<file path="src/rtl/eth_phy_10g_tx_hdr_gen.sv">
// 10G PHY transmit test-block generator: cycles fixed payload patterns and
// emits sync headers with LFSR-driven, optionally bursty invalid-header injection.
//
// state        | meaning
// ST_IDLE      | stream off; payload 0, valid header, LFSR and counters hold
// ST_RUN       | one block per cycle; injection decided by LFSR[7:0] < cfg_err_rate
// ST_ERR_BURST | remainder of an injection burst; every block invalid
module eth_phy_10g_tx_hdr_gen #(
  parameter int          DATA_WIDTH = 64,
  parameter int          HDR_WIDTH  = 2,
  parameter logic [15:0] LFSR_SEED  = 16'hACE1,
  parameter int          RUN_TARGET = 64
) (
  input  logic                  tx_clk,
  input  logic                  tx_rst_n,
  input  logic                  cfg_enable,
  input  logic [7:0]            cfg_err_rate,
  input  logic [3:0]            cfg_burst_len,
  output logic [DATA_WIDTH-1:0] serdes_tx_data,
  output logic [HDR_WIDTH-1:0]  serdes_tx_hdr,
  output logic [31:0]           hdr_valid_count,
  output logic [31:0]           hdr_invalid_count,
  output logic [15:0]           run_count,
  output logic [15:0]           run_hit_count
);

  typedef enum logic [1:0] {ST_IDLE, ST_RUN, ST_ERR_BURST} state_t;

  localparam logic [HDR_WIDTH-1:0] HDR_OK  = HDR_WIDTH'(2'b01);
  localparam logic [HDR_WIDTH-1:0] HDR_BAD = HDR_WIDTH'(2'b11);

  state_t                state_q, state_d;
  logic [15:0]           lfsr_q, lfsr_d;
  logic [2:0]            pat_idx_q, pat_idx_d;
  logic [3:0]            burst_rem_q, burst_rem_d;
  logic [DATA_WIDTH-1:0] data_q, data_d;
  logic [HDR_WIDTH-1:0]  hdr_q, hdr_d;
  logic [31:0]           hdr_valid_count_q, hdr_valid_count_d;
  logic [31:0]           hdr_invalid_count_q, hdr_invalid_count_d;
  logic [15:0]           run_count_q, run_count_d;
  logic [15:0]           run_hit_count_q, run_hit_count_d;

  logic       emit;
  logic       invalid;
  logic       lfsr_fb;
  logic [3:0] burst_eff;

  function automatic logic [DATA_WIDTH-1:0] pattern(input logic [2:0] idx);
    logic [7:0] b;
    case (idx)
      3'd0:    b = 8'hFF;
      3'd1:    b = 8'h00;
      3'd2:    b = 8'h55;
      3'd3:    b = 8'hAA;
      3'd4:    b = 8'hFE;
      default: b = 8'h07;
    endcase
    return {(DATA_WIDTH/8){b}};
  endfunction

  assign lfsr_fb   = lfsr_q[15] ^ lfsr_q[13] ^ lfsr_q[12] ^ lfsr_q[10];
  assign burst_eff = (cfg_burst_len == 4'd0) ? 4'd1 : cfg_burst_len;

  always_comb begin
    state_d             = state_q;
    lfsr_d              = lfsr_q;
    pat_idx_d           = pat_idx_q;
    burst_rem_d         = burst_rem_q;
    data_d              = '0;
    hdr_d               = HDR_OK;
    hdr_valid_count_d   = hdr_valid_count_q;
    hdr_invalid_count_d = hdr_invalid_count_q;
    run_count_d         = run_count_q;
    run_hit_count_d     = run_hit_count_q;
    emit                = 1'b0;
    invalid             = 1'b0;

    case (state_q)
      ST_IDLE: begin
        pat_idx_d = 3'd0;
        if (cfg_enable) state_d = ST_RUN;
      end
      ST_RUN: begin
        emit = 1'b1;
        if (lfsr_q[7:0] < cfg_err_rate) begin
          invalid = 1'b1;
          if (burst_eff > 4'd1) begin
            state_d     = ST_ERR_BURST;
            burst_rem_d = burst_eff - 4'd1;
          end
        end
      end
      ST_ERR_BURST: begin
        emit        = 1'b1;
        invalid     = 1'b1;
        burst_rem_d = burst_rem_q - 4'd1;
        if (burst_rem_q <= 4'd1) state_d = ST_RUN;
      end
      default: state_d = ST_IDLE;
    endcase

    // Disable wins over everything, including an in-flight burst.
    if (!cfg_enable) begin
      state_d     = ST_IDLE;
      burst_rem_d = 4'd0;
      pat_idx_d   = 3'd0;
      emit        = 1'b0;
    end

    if (emit) begin
      data_d    = pattern(pat_idx_q);
      hdr_d     = invalid ? HDR_BAD : HDR_OK;
      pat_idx_d = (pat_idx_q == 3'd5) ? 3'd0 : pat_idx_q + 3'd1;
      lfsr_d    = (lfsr_q == 16'd0) ? LFSR_SEED : {lfsr_q[14:0], lfsr_fb};
      if (invalid) begin
        if (~&hdr_invalid_count_q) hdr_invalid_count_d = hdr_invalid_count_q + 32'd1;
        run_count_d = 16'd0;
      end else begin
        if (~&hdr_valid_count_q) hdr_valid_count_d = hdr_valid_count_q + 32'd1;
        // Hit counts only on an actual increment, so a saturated run never re-triggers.
        if (~&run_count_q) begin
          run_count_d = run_count_q + 16'd1;
          if (run_count_d == 16'(RUN_TARGET) && ~&run_hit_count_q)
            run_hit_count_d = run_hit_count_q + 16'd1;
        end
      end
    end
  end

  always_ff @(posedge tx_clk or negedge tx_rst_n) begin
    if (!tx_rst_n) begin
      state_q             <= ST_IDLE;
      lfsr_q              <= LFSR_SEED;
      pat_idx_q           <= 3'd0;
      burst_rem_q         <= 4'd0;
      data_q              <= '0;
      hdr_q               <= HDR_OK;
      hdr_valid_count_q   <= 32'd0;
      hdr_invalid_count_q <= 32'd0;
      run_count_q         <= 16'd0;
      run_hit_count_q     <= 16'd0;
    end else begin
      state_q             <= state_d;
      lfsr_q              <= lfsr_d;
      pat_idx_q           <= pat_idx_d;
      burst_rem_q         <= burst_rem_d;
      data_q              <= data_d;
      hdr_q               <= hdr_d;
      hdr_valid_count_q   <= hdr_valid_count_d;
      hdr_invalid_count_q <= hdr_invalid_count_d;
      run_count_q         <= run_count_d;
      run_hit_count_q     <= run_hit_count_d;
    end
  end

  assign serdes_tx_data    = data_q;
  assign serdes_tx_hdr     = hdr_q;
  assign hdr_valid_count   = hdr_valid_count_q;
  assign hdr_invalid_count = hdr_invalid_count_q;
  assign run_count         = run_count_q;
  assign run_hit_count     = run_hit_count_q;

endmodule

</file>
<file path="config.mk">
export PLATFORM = sky130hd
export DESIGN_NAME = eth_phy_10g_tx_hdr_gen
export DESIGN_NICKNAME = d
export VERILOG_FILES = /design/src/rtl/eth_phy_10g_tx_hdr_gen.sv
export SDC_FILE = /design/constraint.sdc
export NUM_CORES = 1
export LEC_CHECK = 0
export CAP_MARGIN = 40
export CORE_MARGIN = 1.5
export CORE_UTILIZATION = 45
export DETAILED_ROUTE_END_ITERATION = 10
export PLACE_DENSITY_LB_ADDON = 0.15
export SYNTH_ARGS = -nofsm -noshare
export SYNTH_HDL_FRONTEND = slang
export SYNTH_SLANG_ARGS = --single-unit
</file>
<file path="constraint.sdc">
create_clock -name tx_clk -period 3.9 [get_ports tx_clk]
set_input_delay 0.585 -clock tx_clk [delete_from_list [all_inputs] [get_ports tx_clk]]
set_output_delay 0.585 -clock tx_clk [all_outputs]
set_load 0.05 [all_outputs]
</file>
==> flow_metrics.py, run 1 <==
metrics = {
    "route": {
        "totalWireLength_mm": 15.69,
        "vias": 5594,
        "drt_pre_antenna_iters": 5,
        "remaining_drc_errors": 0,
        "avgViaCountPerCell": 5.389,
        "post_drt_wl_per_cell_um": 15.11,
        "drt-initial-drc-count": 346,
        "ant_nets": 0,
    },
    "floorplan": {
        "core-area_sq_um": 15200,
        "ios": 177,
        "fp.dieH_um": 127.8,
        "core.rowCount": 45,
        "dieArea_sq_um": 16320,
        "die_x_um": 127.8,
        "start_util_pct": 46.07,
    },
    "final_layout": {
        "diodes": 0,
        "drive_gt1_share_pct": 7.176,
        "syn_to_final_growth_pct": 29.65,
        "stdcell_area_sq_um": 9081,
        "fill_cells": 1240,
        "fin_nets": 871,
    },
    "clock_network": {
        "path_clk_slew_ns": 0.05,
        "cts_buffers": 17,
        "cts-root-buf": "clkbuf_16",
        "ctsHoldBuffers": 0,
        "clk_latency_ns": 0.42,
        "post-cts-setup-buffers": 0,
        "clockBufferDepth": 2,
        "ctsResizeCount": 0,
        "htree_levels": 4,
        "cts_tree": "done",
        "clkSinkCount": 127,
    },
    "timing": {
        "slew_headroom_pct": 46.89,
        "tns_ns": 0,
        "fin_ws_ns": 0.8055,
        "hold_slack_ns": 0.1714,
        "hold_viol": 0,
        "finalClockSkew_ns": 0.005699,
        "setup_violations": 0,
        "rsz0062_at_grt": "no",
        "max_freq_mhz": 323.1,
        "fin_crit_ns": 3.095,
        "worst_slew_pin_slew_ns": 0.7914,
        "final_max_slew_viol_count": 0,
        "period_share_pct": 79.35,
    },
    "placement": {
        "dpl_worst_slack_ns": 0.3980,
        "gp_congestion": 0.8449,
        "dp_hpwl_mm": 11.22,
        "port_buffers": 175,
        "place_area_sq_um": 8534,
    },
    "logic_synthesis": {
        "synth_area_sq_um": 7004,
        "synth-edff-count": 0,
        "async_flop_share_pct": 100.0,
        "syn_area_per_cell_sq_um": 9.755,
        "synth.area.top_cells": "dfrtp_1, xnor2_1, buf_4",
        "seq_area_frac_synth_pct": 45.52,
        "synth-main-ff-cell": "dfrtp_1",
        "synth.top_cell.area_share_pct": 42.52,
        "synth_fp_nets": 752,
        "ys_ff_latch": 127,
        "yosys_warnings": 0,
        "synth_cells": 718,
        "synth_top_cell_by_area": "dfrtp_1",
        "synth.distinct_cells": 64,
    },
    "global_route": {
        "grt_pass1_vias": 5307,
        "grt_max_degree": 67,
        "antenna_found_initial": 0,
        "grt_pass1_wl_mm": 26.55,
        "grt.total_usage_pct": 20.35,
        "grt_overflow": 0,
    },
    "power": {
        "leakagePower_uw": 0.003963,
        "ir_drop_v": 0.0003860,
        "total_power_uw": 6229,
        "cellPowerDensity_nw_per_um2": 685.9,
    },
    "critical_path": {
        "crit_fanout": 10,
        "r2r_start": "lfsr_q[6]",
        "required_ns": 4.16,
        "start_kind": "input pin",
        "critPathArrivalTime_ns": 3.35,
        "criticalPathCategory": "input pin to flip-flop",
        "crit_start": "cfg_err_rate[6]",
        "critPathCaptureType": "flip-flop",
    },
    "worst_hold_path": {
        "hold_class": "input pin to asynchronous set/reset pin",
    },
    "flow_run": {
        "maxCapViolCount": 0,
    },
    "outcome": {
        "status": "finished clean",
    },
}
[per-layer routing]
layer	up-vias	global-route usage [%]	share of wire, %
met4	0	6.940	1.5
met1	2706	26.94	45
met3	20	5.301	5.9
met2	199	32.57	47
met5	-	0	0
li1	2669	-	-
[cells in the final DEF, fill, tap and decap left out, types with 10 or more instances in the layout]
cell	count
a21oi_1	16
nand2_1	76
clkdlybuf4s50_1	174
nand3_1	38
and4_1	10
o21ai_0	22
xor2_1	24
and2_1	13
inv_1	23
ha_1	19
nand4_1	29
and3_1	26
dfrtp_1	119
xnor2_1	61
nor2_1	37
clkbuf_16	17
nor3_1	20
[worst max-delay path, cell delays in order]
cell and delay [ns]:
clkdlybuf4s50_1 0.46, inv_1 0.04, ha_1 0.29, and3_1 0.20
a221o_1 0.39, a211oi_2 0.39, or2_2 0.30, o21ai_1 0.31
o21ai_0 0.27, o21ai_0 0.12
[per-stage QoR]
| step | cells | utilization, % |
|---|---|---|
| floorplan | 718 | - |
| global placement | 1005 | 55.96 |
| detailed placement | 1006 | 56.14 |
| CTS | 1038 | 59.74 |
| global route | 1038 | 59.74 |
| finish | 1038 | 59.74 |
[Yosys cell counts (all sizes together), types with 3 or more instances]
library cell / number
nor4b: 3
and3: 26
o22a: 8
nor3b: 3
a211oi: 5
ha: 19
or3: 4
xnor2: 61
nor2: 37
a22o: 6
nand3: 38
xor2: 24
dfstp: 8
nor3: 20
or2: 3
nor4: 6
buf: 71
nand2: 76
nand4: 31
o21ai: 26
a21oi: 17
dfrtp: 119
inv: 23
and4: 10
mux2i: 6
nor2b: 7
clkbuf: 14
and2: 14
a21o: 4
[power by group]
group	internal [uW]	switching, uW
sequential	1550	281
clock	921	549
combinational	963	1970
[sequential cells by signal, indices dropped and copies added (netlist names)]
| name | count |
|---|---|
| hdr_valid_count | 32 |
| lfsr_q | 16 |
| run_hit_count | 16 |
| run_count | 16 |
| hdr_invalid_count | 32 |
| pat_idx_q | 3 |
| serdes_tx_data | 5 |
| burst_rem_q | 4 |
| state_q | 2 |
| serdes_tx_hdr | 1 |
[final timing paths]
path                       slack (ns)                     to  cells after the start
setup / recovery                 0.81           run_count[5]                     10
max in group asynchronous        3.39             lfsr_q[13]                      2
hold reg to reg                  0.49    hdr_valid_count[31]                      1
setup reg to reg                 0.97           run_count[5]                      8
min in group tx_clk              0.49    hdr_valid_count[31]                      1
hold / removal                   0.17  hdr_invalid_count[26]                      2
[logic make-up after synthesis]
family / synth area share (%)
AOI/OAI and AO/OA: 8.629
DFF: 45.52
and+or+nand+nor: 21.28
muxes: 1.179
xor gates and xnor gates: 10.63
buffers and inverters: 9.325
adders and majority gates: 3.394
other: 0.05354
[layout make-up]
cell class	count	area (sq um)	area share, %
clock buffers	26	489.2	5.387
multi-input cells	483	3168	34.89
flip-flops and latches	127	3188	35.11
inverters	23	86.33	0.9507
clock inverters	6	57.56	0.6338
repair buffers	185	1857	20.45
well taps	188	235.2	2.590
Power figures use the tool's default switching activity.
==> inputs of run 2 (changes only) <==
==> constraint.sdc (replaced) <==
create_clock -name tx_clk -period 3.2 [get_ports tx_clk]
set_input_delay 0.48 -clock tx_clk [delete_from_list [all_inputs] [get_ports tx_clk]]
set_output_delay 0.48 -clock tx_clk [all_outputs]
set_load 0.05 [all_outputs]
==> flow_metrics.py, run 2 (same netlist as run 1, synthesis figures left out) <==
metrics = {
    "clock_network": {
        "clkSinkCount": 127,
        "cts_buffers": 17,
        "post-cts-setup-buffers": 0,
        "cts_tree": "done",
        "ctsResizeCount": 0,
        "ctsHoldBuffers": 0,
        "path_clk_slew_ns": 0.05,
        "htree_levels": 4,
        "clockBufferDepth": 2,
        "clk_latency_ns": 0.42,
        "cts-root-buf": "clkbuf_16",
    },
    "final_layout": {
        "final_cell_mix": "clkdlybuf4s50_1, dfrtp_1, nand2_1",
        "fin_nets": 888,
        "diodes": 0,
        "stdcell_area_sq_um": 9214,
        "drive_gt1_share_pct": 8.997,
        "syn_to_final_growth_pct": 31.55,
        "layout_commonest_cell": "clkdlybuf4s50_1",
        "fill_cells": 1253,
    },
    "timing": {
        "final_max_slew_viol_count": 0,
        "slew_headroom_pct": 55.74,
        "max_freq_mhz": 357.1,
        "rsz0062_at_grt": "no",
        "finalClockSkew_ns": 0.006689,
        "setup_violations": 0,
        "fin_crit_ns": 2.801,
        "worst_slew_pin_slew_ns": 0.6639,
        "hold_viol": 0,
        "tns_ns": 0,
        "period_share_pct": 87.52,
    },
    "floorplan": {
        "fp.dieH_um": 127.8,
        "core-area_sq_um": 15200,
        "start_util_pct": 46.07,
        "ios": 177,
        "dieArea_sq_um": 16320,
        "die_x_um": 127.8,
        "core.rowCount": 45,
    },
    "power": {
        "p_sw_share_pct": 44.63,
        "ir_drop_v": 0.0004757,
        "cellPowerDensity_nw_per_um2": 841.3,
        "p_switching_uw": 3459,
        "seq_power_share_pct": 28.7,
        "p_int_uw": 4292,
        "leakagePower_uw": 0.004043,
        "clock_power_share_pct": 23.1,
        "pwr-share-comb_pct": 48.2,
    },
    "global_route": {
        "grt_overflow": 0,
        "grt.total_usage_pct": 20.69,
        "grt_pass1_wl_mm": 27.09,
        "antenna_found_initial": 0,
        "grt_pass1_vias": 5527,
        "grt_max_degree": 58,
    },
    "outcome": {
        "status": "finished clean",
    },
    "critical_path": {
        "crit_fanout": 11,
        "critPathArrivalTime_ns": 3.14,
        "required_ns": 3.54,
        "critPathCaptureType": "flip-flop",
        "start_kind": "input pin",
        "criticalPathCategory": "input pin to flip-flop",
    },
    "route": {
        "post_drt_wl_per_cell_um": 15.27,
        "avgViaCountPerCell": 5.369,
        "totalWireLength_mm": 16.11,
        "ant_nets": 0,
        "drt_pre_antenna_iters": 6,
        "vias": 5664,
        "drt-initial-drc-count": 283,
        "remaining_drc_errors": 0,
    },
    "placement": {
        "place_area_sq_um": 8667,
        "gp_congestion": 0.8233,
        "port_buffers": 175,
        "dp_hpwl_mm": 11.65,
    },
    "flow_run": {
        "maxCapViolCount": 0,
    },
    "worst_hold_path": {
        "hold_class": "input pin to asynchronous set/reset pin",
    },
}
[run 2: cell count changes in the layout (fill, tap and decap cells not counted)]
cell and change:
buf_4 +16, buf_12 +2, buf_16 -1
[run 2: path summary, 6_finish.rpt]
| path | from | end | slack [ns] | cells past startpoint |
|---|---|---|---|---|
| min | tx_rst_n | hdr_invalid_count[17] | 0.09 | 1 |
| max in group asynchronous | tx_rst_n | lfsr_q[6] | 2.31 | 2 |
| max reg2reg | run_count[0] | run_hit_count[1] | 0.41 | 8 |
| min in group tx_clk | run_hit_count[14] | run_hit_count[14] | 0.49 | 1 |
| max | cfg_err_rate[6] | hdr_invalid_count[20] | 0.40 | 11 |
| min reg2reg | run_hit_count[14] | run_hit_count[14] | 0.49 | 1 |
[run 2: worst max-delay path: stages]
cell             delay, ns
clkdlybuf4s50_1       0.46
inv_1                 0.04
ha_1                  0.29
and3_1                0.20
a221o_1               0.39
a211oi_2              0.23
buf_4                 0.16
o21ai_1               0.07
or2_2                 0.42
nor3_1                0.26
xor2_1                0.17
[run 2: cell type report]
cell class	count	area (sq um)	share of cell area [%]
Multi-Input combinational cell	483	3168	34.38
Inverter	23	86.33	0.9370
Clock buffer	26	489.2	5.310
Timing Repair Buffer	202	1989	21.59
Sequential cell	127	3188	34.60
Clock inverter	6	57.56	0.6247
Tap cell	188	235.2	2.553
[run 2: power by group through the flow]
stage	clock network, uW	registers, uW	logic [uW]
finish	1790	2220	3730
global placement	0	2240	3690
floorplan	0	2510	2610
detailed placement	0	2250	3730
CTS	1830	2230	3750
global route	1900	2280	3970
[run 2: per-stage QoR]
step | power (uW) | cells | hold slack (ns) | setup WS [ns] | util, %
floorplan | 5118 | 718 | 0.1844 | 0.3016 | -
global placement | 5928 | 1023 | 0.4751 | 0.01879 | 57.01
detailed placement | 5987 | 1023 | 0.4771 | -0.01676 | 57.01
CTS | 7805 | 1055 | 0.1131 | 0.4032 | 60.61
global route | 8146 | 1055 | 0.1207 | 0.1851 | 60.61
finish | 7752 | 1055 | 0.08516 | 0.3995 | 60.61
[run 2: metal layers]
metal | part of all wire [%] | track usage [%]
met2 | 48 | 33.21
met3 | 5.5 | 5.426
met4 | 2.2 | 9.584
met1 | 45 | 26.23
met5 | 0 | 0
==> inputs of run 3 (changes only) <==
--- a/config.mk
+++ b/config.mk
@@ -7,9 +7,11 @@
 export LEC_CHECK = 0
 export CAP_MARGIN = 40
 export CORE_MARGIN = 1.5
-export CORE_UTILIZATION = 45
+export CORE_UTILIZATION = 50
+export CTS_BUF_LIST = sky130_fd_sc_hd__clkbuf_8 sky130_fd_sc_hd__clkbuf_16
 export DETAILED_ROUTE_END_ITERATION = 10
 export PLACE_DENSITY_LB_ADDON = 0.15
+export SLEW_MARGIN = 20
 export SYNTH_ARGS = -nofsm -noshare
 export SYNTH_HDL_FRONTEND = slang
 export SYNTH_SLANG_ARGS = --single-unit
==> flow_metrics.py, run 3 (same netlist as run 1, synthesis figures left out) <==
metrics = {
    "clock_network": {
        "htree_levels": 4,
        "clkSinkCount": 127,
        "path_clk_slew_ns": 0.06,
        "clk_latency_ns": 0.41,
        "cts_tree": "done",
        "cts-root-buf": "clkbuf_16",
        "ctsResizeCount": 0,
        "clockBufferDepth": 2,
        "post-cts-setup-buffers": 0,
        "cts_buffers": 17,
        "ctsHoldBuffers": 0,
    },
    "power": {
        "leakagePower_uw": 0.004081,
        "ir_drop_v": 0.0004616,
        "cellPowerDensity_nw_per_um2": 852.8,
        "total_power_uw": 7908,
    },
    "critical_path": {
        "cp_num_buf_inv": 3,
        "start_kind": "input pin",
        "critPathArrivalTime_ns": 3.22,
        "required_ns": 3.53,
        "crit_chain": "clkdlybuf4s50_1 -> inv_1 -> ha_1 -> and3_1 -> a221o_1 -> a211oi_2 -> buf_4 -> o21ai_1 -> or2_2 -> nor3_1 -> xor2_1",
        "cp_slowest_cell": "clkdlybuf4s50_1",
        "critPathCaptureType": "flip-flop",
        "crit_fanout": 11,
        "cpPeakStageDelay_ns": 0.47,
        "cp_top_family": "simple AND/OR/NAND/NOR gates",
        "criticalPathCategory": "input pin to flip-flop",
    },
    "global_route": {
        "grt_max_degree": 64,
        "grt_pass1_wl_mm": 26.19,
        "grt_overflow": 0,
        "grt_pass1_vias": 5485,
        "antenna_found_initial": 0,
        "grt.total_usage_pct": 22.32,
    },
    "route": {
        "wl_met2_mm": 7.732,
        "avgViaCountPerCell": 5.377,
        "remaining_drc_errors": 0,
        "totalWireLength_mm": 16.12,
        "ant_nets": 0,
        "drt-initial-drc-count": 291,
        "route.top_layer_used": "met4",
        "post_drt_wl_per_cell_um": 15.42,
        "wl_met1_mm": 7.376,
        "dr_wl_met3_um": 747,
        "drt_pre_antenna_iters": 4,
        "vias": 5619,
    },
    "timing": {
        "max_freq_mhz": 346.0,
        "finalClockSkew_ns": 0.009081,
        "slew_headroom_pct": 57.12,
        "worst_slew_pin_slew_ns": 0.6389,
        "setup_violations": 0,
        "hold_slack_ns": 0.4327,
        "fin_crit_ns": 2.890,
        "period_share_pct": 90.32,
        "hold_viol": 0,
        "final_max_slew_viol_count": 0,
        "rsz0062_at_grt": "no",
    },
    "floorplan": {
        "core-area_sq_um": 13770,
        "ios": 177,
        "core.rowCount": 43,
        "die_x_um": 121.4,
        "dieArea_sq_um": 14730,
        "fp.dieH_um": 121.4,
        "start_util_pct": 50.85,
    },
    "final_layout": {
        "layout_commonest_cell": "clkdlybuf4s50_1",
        "fill_cells": 1118,
        "fin_cells": 1045,
        "final_cell_mix": "clkdlybuf4s50_1, dfrtp_1, nand2_1",
        "fin_nets": 886,
        "utilization_pct": 67.33,
        "syn_to_final_growth_pct": 32.40,
        "stdcell_area_sq_um": 9274,
        "diodes": 0,
        "drive_gt1_share_pct": 9.133,
    },
    "worst_hold_path": {
        "hold_class": "input pin to asynchronous set/reset pin",
    },
    "placement": {
        "place_area_sq_um": 8627,
        "port_buffers": 175,
        "dp.cells": 1011,
        "gp_congestion": 0.8629,
        "dp_hpwl_mm": 11.43,
    },
    "flow_run": {
        "maxCapViolCount": 0,
    },
    "outcome": {
        "status": "finished clean",
    },
}
==> run 3: cell types whose count changed in the layout (fill, tap and decap cells not counted) <==
cell / delta
clkbuf_1: -6
clkinv_4: +2
inv_1: +2
dlygate4sd3_1: +1
buf_16: +1
bufinv_16: +2
buf_4: -4
==> run 3: final timing paths <==
| check | startpoint | endpoint | slack [ns] | depth (start not counted) |
|---|---|---|---|---|
| worst min-delay path | tx_rst_n | hdr_invalid_count[3] | 0.43 | 2 |
| min in group tx_clk | hdr_invalid_count[7] | hdr_invalid_count[7] | 0.48 | 1 |
| max in group asynchronous | tx_rst_n | lfsr_q[5] | 1.84 | 4 |
| worst max-delay path | cfg_err_rate[6] | hdr_invalid_count[16] | 0.31 | 11 |
| worst max register to register | lfsr_q[6] | hdr_invalid_count[16] | 0.38 | 9 |
| worst min register to register | hdr_invalid_count[7] | hdr_invalid_count[7] | 0.48 | 1 |
==> run 3: final cells by class <==
class / instances / area, sq um / share of cell area (%)
multi-input combinational: 483 / 3168 / 34.16
clock inverter: 12 / 142.6 / 1.538
clock buffer: 20 / 466.7 / 5.032
timing repair buffer: 200 / 1997 / 21.53
inverter: 23 / 86.33 / 0.9309
sequential: 127 / 3188 / 34.38
tap: 180 / 225.2 / 2.428
==> run 3: where the power goes <==
part           switching, uW  internal [uW]  total [uW]  leakage, uW
clock                    694           1280        1970     0.000308
sequential               343           1890        2230      0.00171
combinational           2450           1260        3710      0.00206
total                   3490           4420        7910      0.00408
==> run 3: per-layer routing <==
layer,up-vias,global-route usage (%)
li1,2705,-
met1,2735,28.41
met2,156,36.48
met3,23,5.968
met4,0,8.309
met5,-,0
==> run 3: worst reg2reg max path, stage by stage, from the launching register on <==
cell and delay, ns:
dfstp_2 0.56, ha_1 0.25, and3_1 0.21, a221o_1 0.38, a211oi_2 0.22, buf_4 0.18, o21ai_1 0.09, or2_2 0.42
nor3_1 0.24, xor2_1 0.17
==> run 3: metrics by stage <==
stage                     setup WS (ns)  TNS, ns
final                            0.3099        0
after global routing             0.1421        0
after CTS                        0.3423        0
after detailed placement       -0.06667  -0.3474
after global placement          0.04035        0
after floorplan                  0.3016        0
